File: src/rtl/ks_note_sequencer.sv
// Step-table note sequencer that drives the Karplus-Strong voice's pluck strobe and period word.
// Optional swing timing on odd steps is compiled in when KS_SEQ_SWING_EN is defined.
module ks_note_sequencer #(
    parameter int STEPS       = 16,
    parameter int DATA_WIDTH  = 8,
    parameter int TEMPO_WIDTH = 16,
    parameter int PLUCK_HIGH  = 8
) (
    input  logic                       clk_i,
    input  logic                       rst_i,
    input  logic                       run_i,
    input  logic                       loop_i,
    input  logic [$clog2(STEPS):0]     len_i,
    input  logic [TEMPO_WIDTH-1:0]     tempo_i,
    input  logic                       wr_en_i,
    input  logic [$clog2(STEPS)-1:0]   wr_addr_i,
    input  logic [DATA_WIDTH:0]        wr_data_i,
`ifdef KS_SEQ_SWING_EN
    input  logic                       swing_i,
`endif
    output logic                       pluck_o,
    output logic [DATA_WIDTH-1:0]      period_o,
    output logic [$clog2(STEPS)-1:0]   step_o,
    output logic                       busy_o,
    output logic                       done_o
);

    localparam int AW = $clog2(STEPS);
    localparam int LW = AW + 1;
    localparam int TW = TEMPO_WIDTH + 1;
    localparam int PW = $clog2(PLUCK_HIGH + 1);

    typedef enum logic [1:0] {
        ST_IDLE  = 2'b00,
        ST_LOAD  = 2'b01,
        ST_PLUCK = 2'b10,
        ST_WAIT  = 2'b11
    } state_t;

    // The step must outlast the pluck pulse plus the LOAD cycle and one WAIT cycle.
    function automatic logic [TW-1:0] step_dur_f(input logic [TEMPO_WIDTH-1:0] tempo);
        logic [TW-1:0] t;
        t = {1'b0, tempo};
        if (t < TW'(PLUCK_HIGH + 2)) begin
            t = TW'(PLUCK_HIGH + 2);
        end else begin
            t = t;
        end
        return t;
    endfunction

    function automatic logic [DATA_WIDTH-1:0] period_clamp_f(input logic [DATA_WIDTH-1:0] p);
        logic [DATA_WIDTH-1:0] q;
        if (p < DATA_WIDTH'(2)) begin
            q = DATA_WIDTH'(2);
        end else begin
            q = p;
        end
        return q;
    endfunction

    state_t                  state_r, state_s;
    logic [DATA_WIDTH:0]     step_tbl_r [STEPS];
    logic [AW-1:0]           step_r, step_s;
    logic [TW-1:0]           timer_r, timer_s;
    logic [PW-1:0]           pcnt_r, pcnt_s;
    logic                    pluck_r, pluck_s;
    logic [DATA_WIDTH-1:0]   period_r, period_s;
    logic                    busy_r, busy_s;
    logic                    done_r, done_s;
    logic [DATA_WIDTH:0]     entry_s;
    logic [TW-1:0]           base_dur_s, dur_s;
    logic [LW-1:0]           eff_len_s;
    logic                    last_s;

    // Host table writes; a write landing in a LOAD cycle is seen only on the next visit.
    always_ff @(posedge clk_i) begin
        if (rst_i) begin
            for (int i = 0; i < STEPS; i++) begin
                step_tbl_r[i] <= {(DATA_WIDTH + 1){1'b0}};
            end
        end else if (wr_en_i) begin
            step_tbl_r[wr_addr_i] <= wr_data_i;
        end
    end

    // Next-state and next-output logic for the playback FSM.
    always_comb begin
        entry_s    = step_tbl_r[step_r];
        base_dur_s = step_dur_f(tempo_i);
`ifdef KS_SEQ_SWING_EN
        if (swing_i && step_r[0]) begin
            dur_s = base_dur_s + (base_dur_s >> 2);
        end else begin
            dur_s = base_dur_s;
        end
`else
        dur_s = base_dur_s;
`endif
        if ((len_i == {LW{1'b0}}) || (len_i > LW'(STEPS))) begin
            eff_len_s = LW'(STEPS);
        end else begin
            eff_len_s = len_i;
        end
        last_s = ({1'b0, step_r} >= (eff_len_s - LW'(1)));

        state_s  = state_r;
        step_s   = step_r;
        timer_s  = (timer_r != {TW{1'b0}}) ? (timer_r - TW'(1)) : timer_r;
        pcnt_s   = pcnt_r;
        pluck_s  = pluck_r;
        period_s = period_r;
        done_s   = 1'b0;

        case (state_r)
            ST_IDLE: begin
                pluck_s = 1'b0;
                if (run_i) begin
                    state_s = ST_LOAD;
                    step_s  = {AW{1'b0}};
                end else begin
                    state_s = ST_IDLE;
                end
            end
            ST_LOAD: begin
                if (!run_i) begin
                    state_s = ST_IDLE;
                    pluck_s = 1'b0;
                end else begin
                    // Timer counts the D-1 cycles after LOAD; the step ends when it reads zero.
                    timer_s = dur_s - TW'(2);
                    if (entry_s[DATA_WIDTH]) begin
                        period_s = period_clamp_f(entry_s[DATA_WIDTH-1:0]);
                        pcnt_s   = PW'(PLUCK_HIGH);
                        pluck_s  = 1'b1;
                        state_s  = ST_PLUCK;
                    end else begin
                        pluck_s  = 1'b0;
                        state_s  = ST_WAIT;
                    end
                end
            end
            ST_PLUCK: begin
                if (!run_i) begin
                    state_s = ST_IDLE;
                    pluck_s = 1'b0;
                end else if (pcnt_r <= PW'(1)) begin
                    pcnt_s  = {PW{1'b0}};
                    pluck_s = 1'b0;
                    state_s = ST_WAIT;
                end else begin
                    pcnt_s  = pcnt_r - PW'(1);
                end
            end
            ST_WAIT: begin
                pluck_s = 1'b0;
                if (!run_i) begin
                    state_s = ST_IDLE;
                end else if (timer_r == {TW{1'b0}}) begin
                    if (!last_s) begin
                        step_s  = step_r + AW'(1);
                        state_s = ST_LOAD;
                    end else if (loop_i) begin
                        step_s  = {AW{1'b0}};
                        state_s = ST_LOAD;
                    end else begin
                        done_s  = 1'b1;
                        state_s = ST_IDLE;
                    end
                end else begin
                    state_s = ST_WAIT;
                end
            end
            default: begin
                state_s = ST_IDLE;
                pluck_s = 1'b0;
            end
        endcase

        busy_s = (state_s != ST_IDLE);
    end

    // State and registered-output update.
    always_ff @(posedge clk_i) begin
        if (rst_i) begin
            state_r  <= ST_IDLE;
            step_r   <= {AW{1'b0}};
            timer_r  <= {TW{1'b0}};
            pcnt_r   <= {PW{1'b0}};
            pluck_r  <= 1'b0;
            period_r <= {DATA_WIDTH{1'b0}};
            busy_r   <= 1'b0;
            done_r   <= 1'b0;
        end else begin
            state_r  <= state_s;
            step_r   <= step_s;
            timer_r  <= timer_s;
            pcnt_r   <= pcnt_s;
            pluck_r  <= pluck_s;
            period_r <= period_s;
            busy_r   <= busy_s;
            done_r   <= done_s;
        end
    end

    assign pluck_o  = pluck_r;
    assign period_o = period_r;
    assign step_o   = step_r;
    assign busy_o   = busy_r;
    assign done_o   = done_r;

endmodule

File: config.mk
export PLATFORM = sky130hd
export DESIGN_NAME = ks_note_sequencer
export DESIGN_NICKNAME = d
export VERILOG_FILES = /design/src/rtl/ks_note_sequencer.sv
export SDC_FILE = /design/constraint.sdc
export NUM_CORES = 1
export LEC_CHECK = 0
export CORE_MARGIN = 5
export CORE_UTILIZATION = 55
export CTS_CLUSTER_DIAMETER = 30
export DETAILED_ROUTE_END_ITERATION = 12
export GPL_TIMING_DRIVEN = 0
export PLACE_DENSITY = 0.74
export SYNTH_ARGS = -nofsm -noshare
export SYNTH_HDL_FRONTEND = slang
export SYNTH_SLANG_ARGS = --single-unit
export TNS_END_PERCENT = 30
File: constraint.sdc
create_clock -name clk_i -period 7.9 [get_ports clk_i]
set_input_delay 1.975 -clock clk_i [delete_from_list [all_inputs] [get_ports clk_i]]
set_output_delay 1.975 -clock clk_i [all_outputs]
set_load 0.01 [all_outputs]
### After elaboration in Yosys (flattened, before gate mapping)

Memories as Yosys holds them, arrays and structs flattened. A register that Yosys moved wholly into a read port is not among the register bits.
Index checks and enable logic that the tools add are counted.

* bits in read-only memories: 0
* register bits after elaboration: 38
* bits in latches: 0
* output and inout bits: 15
* memories kept: 1
* bits in writable memories: 144

* magnitude comparators: 5
* multipliers: 0
* equality and inequality tests: 11
* reductions and logical operators: 14
* mux-type cells: 43
* add/subtract/negate cells: 5
* bitwise operators: 4
* shift-type cells: 0
* div/mod/pow operators: 0

Memory list
* step_tbl_r: words 16, width 9, read ports 1, clocked after Yosys merged registers in 1, write ports 16, line 63 `logic [DATA_WIDTH:0] step_tbl_r [STEPS];`

Operators by type and width (number)
* $mux 17: 3
* $mux 4: 12
* $logic_not 17->1: 1
* $reduce_bool 17->1: 1
* $sub 17x1->17 const B: 1
* $sub 17x2->17 const B: 1
* $lt 16x4->1 const B: 1
* $mux 16: 1
* $pmux 4 s2: 2
* $mux 1: 15
* $ne 2x2->1 const B: 6
* $mux 2: 5
* $mux 9: 1
* $reduce_or 9->1: 1
* $lt 8x2->1 const B: 1
* $mux 8: 1
* $pmux 2 s4: 1
* $ne 3x3->1 const B: 2
* $reduce_bool 2->1: 3
* $ge 4x5->1: 1
* $gt 5x5->1 const B: 1
* $logic_not 5->1: 1
* $mux 5: 1
* $reduce_and 5->1: 1
* other kinds (14): 18

### Logic depth before layout (Yosys ltp)

Gate-level depths: netlist of the first run.

* depth after elaboration: 11
* mapped depth: 12
* mapped depth without buffers: 11

### Worst setup path after synthesis of the first run

OpenSTA, ideal clock, no wires.

* kind: input to register
* start: in len_i[2]
* end: reg (tool-made name)
* path buffers: 0
* arrival: 4689 ps
* setup time: 102 ps
* setup slack: 3108 ps
* cell stages on the path: 11
* cell sequence: or4_1 > ha_1 > nand2b_1 > ha_1 > xnor2_1 > ha_1 > nand2_1 > o21ai_0 > a311oi_1 > o21a_1 > a311oi_1

RTL lines
* start: declaration: line 13 `input logic [$clog2(STEPS):0] len_i,`

### Worst setup path after layout of the first run

* start: in tempo_i[11]
* end: reg timer_r[15]

* longest elaborated chain between the ends: 5

Ends and longest elaborated chain
* start: declaration: line 14 `input logic [TEMPO_WIDTH-1:0] tempo_i,`
* $lt 16x4->1: line 44 `if (t < TW'(PLUCK_HIGH + 2)) begin`
* $mux 16 *: line 44
* $sub 17x2->17 *: line 131 `timer_s = dur_s - TW'(2);`
* $mux 17 *: line 126 `if (!run_i) begin`
* $mux 17 *: line 115 `case (state_r)`
* end signal: assignment: line 188 `timer_r <= {TW{1'b0}};`
* end signal: assignment: line 197 `timer_r <= timer_s;`
* end: declaration: line 65 `logic [TW-1:0] timer_r, timer_s;`

Mark *: on every way between the ends. The rest lies on a longest branch, timed or not.
A chain may end at the register's enable or synchronous reset.

==> out/metrics.yaml, run 1 <==
outcome:
  status: "finished, final reports clean"
placed_design:
  port_buffers: 53
  dp_hpwl_um: 15800
  dp_cells: 977
  gp_congestion: 0.852
global_route:
  antenna_found_initial: 0
  grt_pass1_wl_um: 34300
  grt_usage: 0.233
  grt_max_degree: 17
  grt-ovfl-total: 0
  grt_pass1_vias: 6252
timing:
  finalMaxSlewViolations: 0
  fmax_mhz: 193
  period_needed_ns: 5.19
  hold_viol: 0
  setup_tns_ns: 0
  fin_skew_ns: 0.00847
  max_slew_margin: 0.126
  rsz0062_at_grt: "no"
  post-route-period-util: 0.657
  final-setup-viol-count: 0
  tightestPinTransition_ns: 1.30
finish:
  drive_gt1_frac: 0.113
  antenna_cells: 0
  area_growth_syn_to_layout_pct: 16.5
  final_util: 0.656
  final_nets: 830
  nFillCells: 1232
  fin_cells: 1009
worst_setup_path:
  crit_arrival_ns: 5.49
  cp.required_ns: 8.20
  r2r_slack_ns: 5.04
  crit_path_max_incr_delay_ns: 0.60
  cpMostUsedCell: "nand2_1"
  cp_max_fo: 6
  end_kind: "flip-flop"
  rr_worst_depth: 7
  critPathLaunch: "tempo_i[11]"
  path_delay_family: "simple AND/OR/NAND/NOR gates"
  cp-start-kind: "primary input"
  cp.buffers_inverters: 2
  path_cells: "clkdlybuf4s50_1 -> or4_1 -> nor4_1 -> and2_0 -> buf_2 -> nand2_1 -> nand2_1 -> ha_1 -> nand2b_1 -> or3b_2 -> o41ai_1 -> o22ai_1"
  path_class: "primary input to flip-flop"
  reg2reg_to: "period_o[0]"
  cpMaxStageDelayCell: "or4_1"
detailed_routing:
  ant_nets: 0
  vias: 6130
  drt-total-wl_um: 22100
  dr.first_iter.drc_count: 618
  wl_per_cell_um: 21.9
  firstDrtPassIters: 7
  vias_per_cell: 6.08
  drcViolationCount: 0
clocking:
  cts_setup_buffers: 0
  hold_buffers: 0
  clock_latency_ns: 0.43
  cts_buffers: 17
  cts_max_level: 4
  cts_buffer_depth: 2
  clkSlewWorstSetupHoldPaths_ns: 0.07
  cts_tree: "done"
  cts_root_buf: "clkbuf_16"
  cts_resized: 0
  cts.sinks: 186
logic_synthesis:
  syn_area_sq_um: 9010
  synth_edf_count: 144
  ys.flop_type: "edfxtp_1"
  synthCells: 696
  yosysWarnings: 0
  ys_seq_elements: 186
  syn_area_per_cell_sq_um: 12.9
  async_flop_share: 0
  synth_nets: 746
  ys_seq_area_frac: 0.573
  yosysUniqueCellTypes: 66
hold_path:
  hold_path_depth: 2
  hold_path_end: "pluck_o"
  hold_class: "flip-flop to flip-flop"
  min_from: "pluck_o"
floorplan:
  num_io_pins: 54
  fp.coreArea_sq_um: 16000
  die_x_um: 138
  die_area_sq_um: 19000
  rows: 46
  start_util: 0.563
  die_y_um: 138
run:
  maxCapViolCount: 0
pwr:
  p_leak_nw: 3.65
  power.density_nw_per_um2: 233
  ir_drop_v: 0.000176
## Yosys cell counts, types with 5 or more instances
cell type,count,area (sq um)
dfxtp_1,42,841
edfxtp_1,144,4320
nand2_1,30,113
mux4_1,14,368
nor4_1,7,43.8
nand3_1,8,40.0
clkbuf_1,19,71.3
a21oi_1,18,90.1
nor3_1,15,75.1
a22oi_1,13,97.6
xnor2_1,17,149
o21ai_0,18,90.1
or2_2,5,31.3
nor2b_1,7,43.8
and2_1,145,907
inv_1,12,45.0
nor2_1,44,165
ha_1,11,138
a211oi_1,10,75.1
mux4_2,23,518
nand2b_1,9,56.3
mux2i_1,10,100
xor2_1,7,61.3
## layer usage
layer	track usage	vias up	wire length [um]
met1	0.291	3030	8240
met3	0.0586	45	1850
met2	0.396	289	11400
li1	-	2766	-
met5	0	-	0
met4	0.0868	0	565
## area by class of cell
type	count	area (sq um)	share of cell area
clock buffers	19	433	0.0412
repair buffers	65	632	0.0602
multi-input cells	466	3640	0.347
inverters	13	48.8	0.00465
flip-flops and latches	186	5160	0.492
plain buffers	31	156	0.0149
well taps	216	270	0.0257
clock inverters	13	153	0.0145
## worst reg2reg max path, delay by kind of cell, from the launching register on
kind,cells,cell delay [ns]
flip-flops,1,0.44
buffers and inverters,2,0.98
multiplexers,1,0.35
AND/OR/NAND/NOR,2,0.55
AO/OA/AOI/OAI,2,0.40
## kinds of logic (layout without fill, tap and decap cells)
| family | after synthesis | after routing | share of synthesized area |
|---|---|---|---|
| simple gates | 298 | 298 | 0.190 |
| xor+xnor | 24 | 24 | 0.0233 |
| buf+inv | 44 | 141 | 0.0228 |
| fa+ha+maj | 11 | 11 | 0.0153 |
| compound gates | 85 | 85 | 0.0650 |
| mux | 48 | 48 | 0.111 |
| flops | 186 | 186 | 0.573 |
## worst max-delay path by stage
stage / slack, ns / endpoint / depth (start not counted)
finish: 2.71 / timer_r[15] / 12
global route: 2.52 / timer_r[15] / 12
CTS: 2.74 / flip-flop / 12
detailed placement: 2.31 / flip-flop / 12
global placement: 2.35 / flip-flop / 12
floorplan: 3.11 / flip-flop / 11
## sequential cells by signal (all words and copies together), names as in the netlist, named ones only
register    flops
period_o        8
state_r         2
pcnt_r          4
pluck_o         1
timer_r        17
step_tbl_r    144
busy_o          1
step_o          4
done_o          1
## stage by stage
stage	power [mW]	hold slack [ns]	worst slack, ns	cell area (sq um)
2_1_floorplan	1.48	0.458	3.11	9010
3_3_place_gp	1.57	0.462	2.35	9810
3_5_place_dp	1.60	0.466	2.31	9910
4_1_cts	2.44	0.476	2.74	10500
5_1_grt	2.54	0.516	2.52	10500
6_report	2.44	0.473	2.71	10500
## placed cells by master, fill, tap and decap left out, drive strengths merged, types with 10 or more instances in the layout
cell	Yosys	final
a211oi	10	10
inv	12	12
and2	146	146
a22oi	13	13
ha	11	11
clkdlybuf4s50	0	53
mux2i	10	10
o21ai	18	18
nand2	30	30
clkinv	1	10
nor3	16	16
mux4	37	37
a21oi	18	18
edfxtp	144	144
buf	11	23
nor2	46	46
xnor2	17	17
clkbuf	20	39
dfxtp	42	42
## power breakdown
part | switching, mW | internal, mW | total [mW] | leakage (nW)
Clock | 0.360 | 0.495 | 0.855 | 0.281
Sequential | 0.0502 | 1.13 | 1.18 | 1.72
Combinational | 0.221 | 0.181 | 0.402 | 1.65
(Power assumes the default switching activity.)
==> inputs of run 2 (changes only) <==
clock period = 5.4 ns   (was 7.9 ns; I/O delays follow)
==> results of run 2 <==
Same layout as run 1 (identical final DEF). Status: finished, final reports clean.
Main changes from that run: setup slack after placement 2.31 ns -> 0.435 ns; setup slack after layout 2.71 ns -> 0.838 ns; register-to-register setup slack 5.04 ns -> 2.54 ns; total power 2.44 mW -> 3.57 mW; worst IR drop on VDD 0.000176 V -> 0.000258 V
==> inputs of run 3 (changes only) <==
clock period = 4.25 ns   (was 5.4 ns; I/O delays follow)
==> run 3 against run 2 <==
  * Critical endpoint unchanged
  * Worst setup slack got worse by 0.67 ns
  * Register-to-register slack got worse by 1.2 ns
  * Largest cell class unchanged
  * Via count decreased by 0.54%
  * Clock power increased by 27%
  * Core utilization increased by 0.078 points
  * Cell area increased by 0.12%
  * Flip-flop and latch count unchanged
  * Hold slack about the same
  * Sequential share of layout area decreased by 0.059 points
  * Wire length increased by 0.44%
  * Clock-buffer cell count unchanged
  * Sequential power increased by 27%
  * Critical path type unchanged
==> out/metrics.yaml, run 3 (synthesized netlist as in run 1, its figures left out) <==
global_route:
  antenna_found_initial: 0
  grt_pass1_vias: 6252
  grt_usage: 0.233
  grt_max_degree: 17
  grt_pass1_wl_um: 34300
  grt-ovfl-total: 0
finish:
  largest_reg_flops: 144
  antenna_cells: 0
  layout_common_cells: "and2_1 (145), edfxtp_1 (144), clkdlybuf4s50_1 (53), nor2_1 (44), dfxtp_1 (42)"
  final_nets: 830
  postLayoutCellArea_sq_um: 10500
  layout_commonest_cell: "and2_1"
  drive_gt1_frac: 0.116
  area_growth_syn_to_layout_pct: 16.6
  top_register: "step_tbl_r"
  final_util: 0.657
  nFillCells: 1228
  fin_cells: 1009
timing:
  final-setup-viol-count: 0
  post-route-period-util: 0.960
  finalMaxSlewViolations: 0
  period_needed_ns: 4.08
  rsz0062_at_grt: "no"
  fmax_mhz: 245
  tightestPinTransition_ns: 1.26
  max_slew_margin: 0.152
  fin_ws_ns: 0.170
  setup_tns_ns: 0
  fin_skew_ns: 0.00815
  whs_ns: 0.473
  hold_viol: 0
pwr:
  p_clk_frac: 0.350
  power.switching_mw: 1.18
  p_int_mw: 3.36
  p_seq_frac: 0.485
  p_leak_nw: 3.65
  power.density_nw_per_um2: 432
  p_total_mw: 4.54
  sw_frac_of_total: 0.259
  ir_drop_v: 0.000329
  comb_power_share: 0.165
detailed_routing:
  ant_nets: 0
  dr.first_iter.drc_count: 621
  drcViolationCount: 0
  drt-total-wl_um: 22200
  vias: 6097
  wl_per_cell_um: 22.0
  vias_per_cell: 6.04
  firstDrtPassIters: 5
floorplan:
  num_io_pins: 54
  die_y_um: 138
  fp.coreArea_sq_um: 16000
  rows: 46
  start_util: 0.563
  die_x_um: 138
  die_area_sq_um: 19000
clocking:
  cts_max_level: 4
  cts.sinks: 186
  hold_buffers: 0
  clkSlewWorstSetupHoldPaths_ns: 0.07
  clock_latency_ns: 0.43
  cts_tree: "done"
  cts_root_buf: "clkbuf_16"
  cts_buffer_depth: 2
  cts_buffers: 17
worst_setup_path:
  end_kind: "flip-flop"
  cp_max_fo: 6
  cp-start-kind: "primary input"
  path_class: "primary input to flip-flop"
  crit_arrival_ns: 4.38
  cp.required_ns: 4.55
placed_design:
  dpl_cell_area_sq_um: 9910
  port_buffers: 53
  dp_slack_ns: -0.427
  gp_congestion: 0.852
  dp_cells: 977
  dp_hpwl_um: 15800
run:
  maxCapViolCount: 0
outcome:
  status: "finished, final reports clean"
hold_path:
  hold_class: "flip-flop to flip-flop"
[run 3: cell counts in the layout (fill, tap and decap cells not counted)]
Identical to the previous run, type by type.
[run 3: worst paths after layout]
check | from | endpoint | slack, ns | cells past startpoint
hold reg to reg | pluck_o | pluck_o | 0.47 | 2
setup / recovery | tempo_i[11] | timer_r[15] | 0.17 | 12
hold / removal | pluck_o | pluck_o | 0.47 | 2
setup reg to reg | flip-flop | period_o[0] | 1.36 | 7
[run 3: layout make-up]
type,count,area (sq um),share of cell area
Inverter,13,48.8,0.00464
Clock buffer,19,433,0.0412
Timing Repair Buffer,65,632,0.0601
Multi-Input combinational cell,466,3650,0.348
Clock inverter,13,153,0.0145
Tap cell,216,270,0.0257
Sequential cell,186,5160,0.491
Buffer,31,156,0.0149
[run 3: worst max-delay path: stages]
cell and delay (ns):
clkdlybuf4s50_1 0.47, or4_1 0.61, nor4_2 0.35, and2_0 0.19, buf_2 0.16, nand2_1 0.08, nand2_1 0.07, ha_1 0.18
nand2b_1 0.10, or3b_2 0.52, o41ai_1 0.43, o22ai_1 0.15
[run 3: repair_timing]
| action | in CTS | in global routing |
|---|---|---|
| buffers inserted | 0 | 0 |
| cloned | 0 | 0 |
| pin swaps | 0 | 0 |
| endpoints found under the setup margin | 2 | 6 |
| resized for setup | 1 | 2 |
[run 3: power by group through the flow]
| stage | Sequential, mW | Clock, mW | Combinational [mW] |
|---|---|---|---|
| floorplan | 2.21 | 0 | 0.533 |
| detailed placement | 2.24 | 0 | 0.736 |
| CTS | 2.20 | 1.60 | 0.743 |
| global placement | 2.23 | 0 | 0.690 |
| global route | 2.22 | 1.67 | 0.827 |
| finish | 2.20 | 1.59 | 0.750 |
[run 3: layer usage]
layer	vias up	track usage	share of wire	wire (um)
met5	-	0	0	0
li1	2761	-	-	-
met1	3006	0.291	0.37	8220
met2	286	0.396	0.52	11500
met4	0	0.0868	0.026	569
met3	44	0.0586	0.085	1890
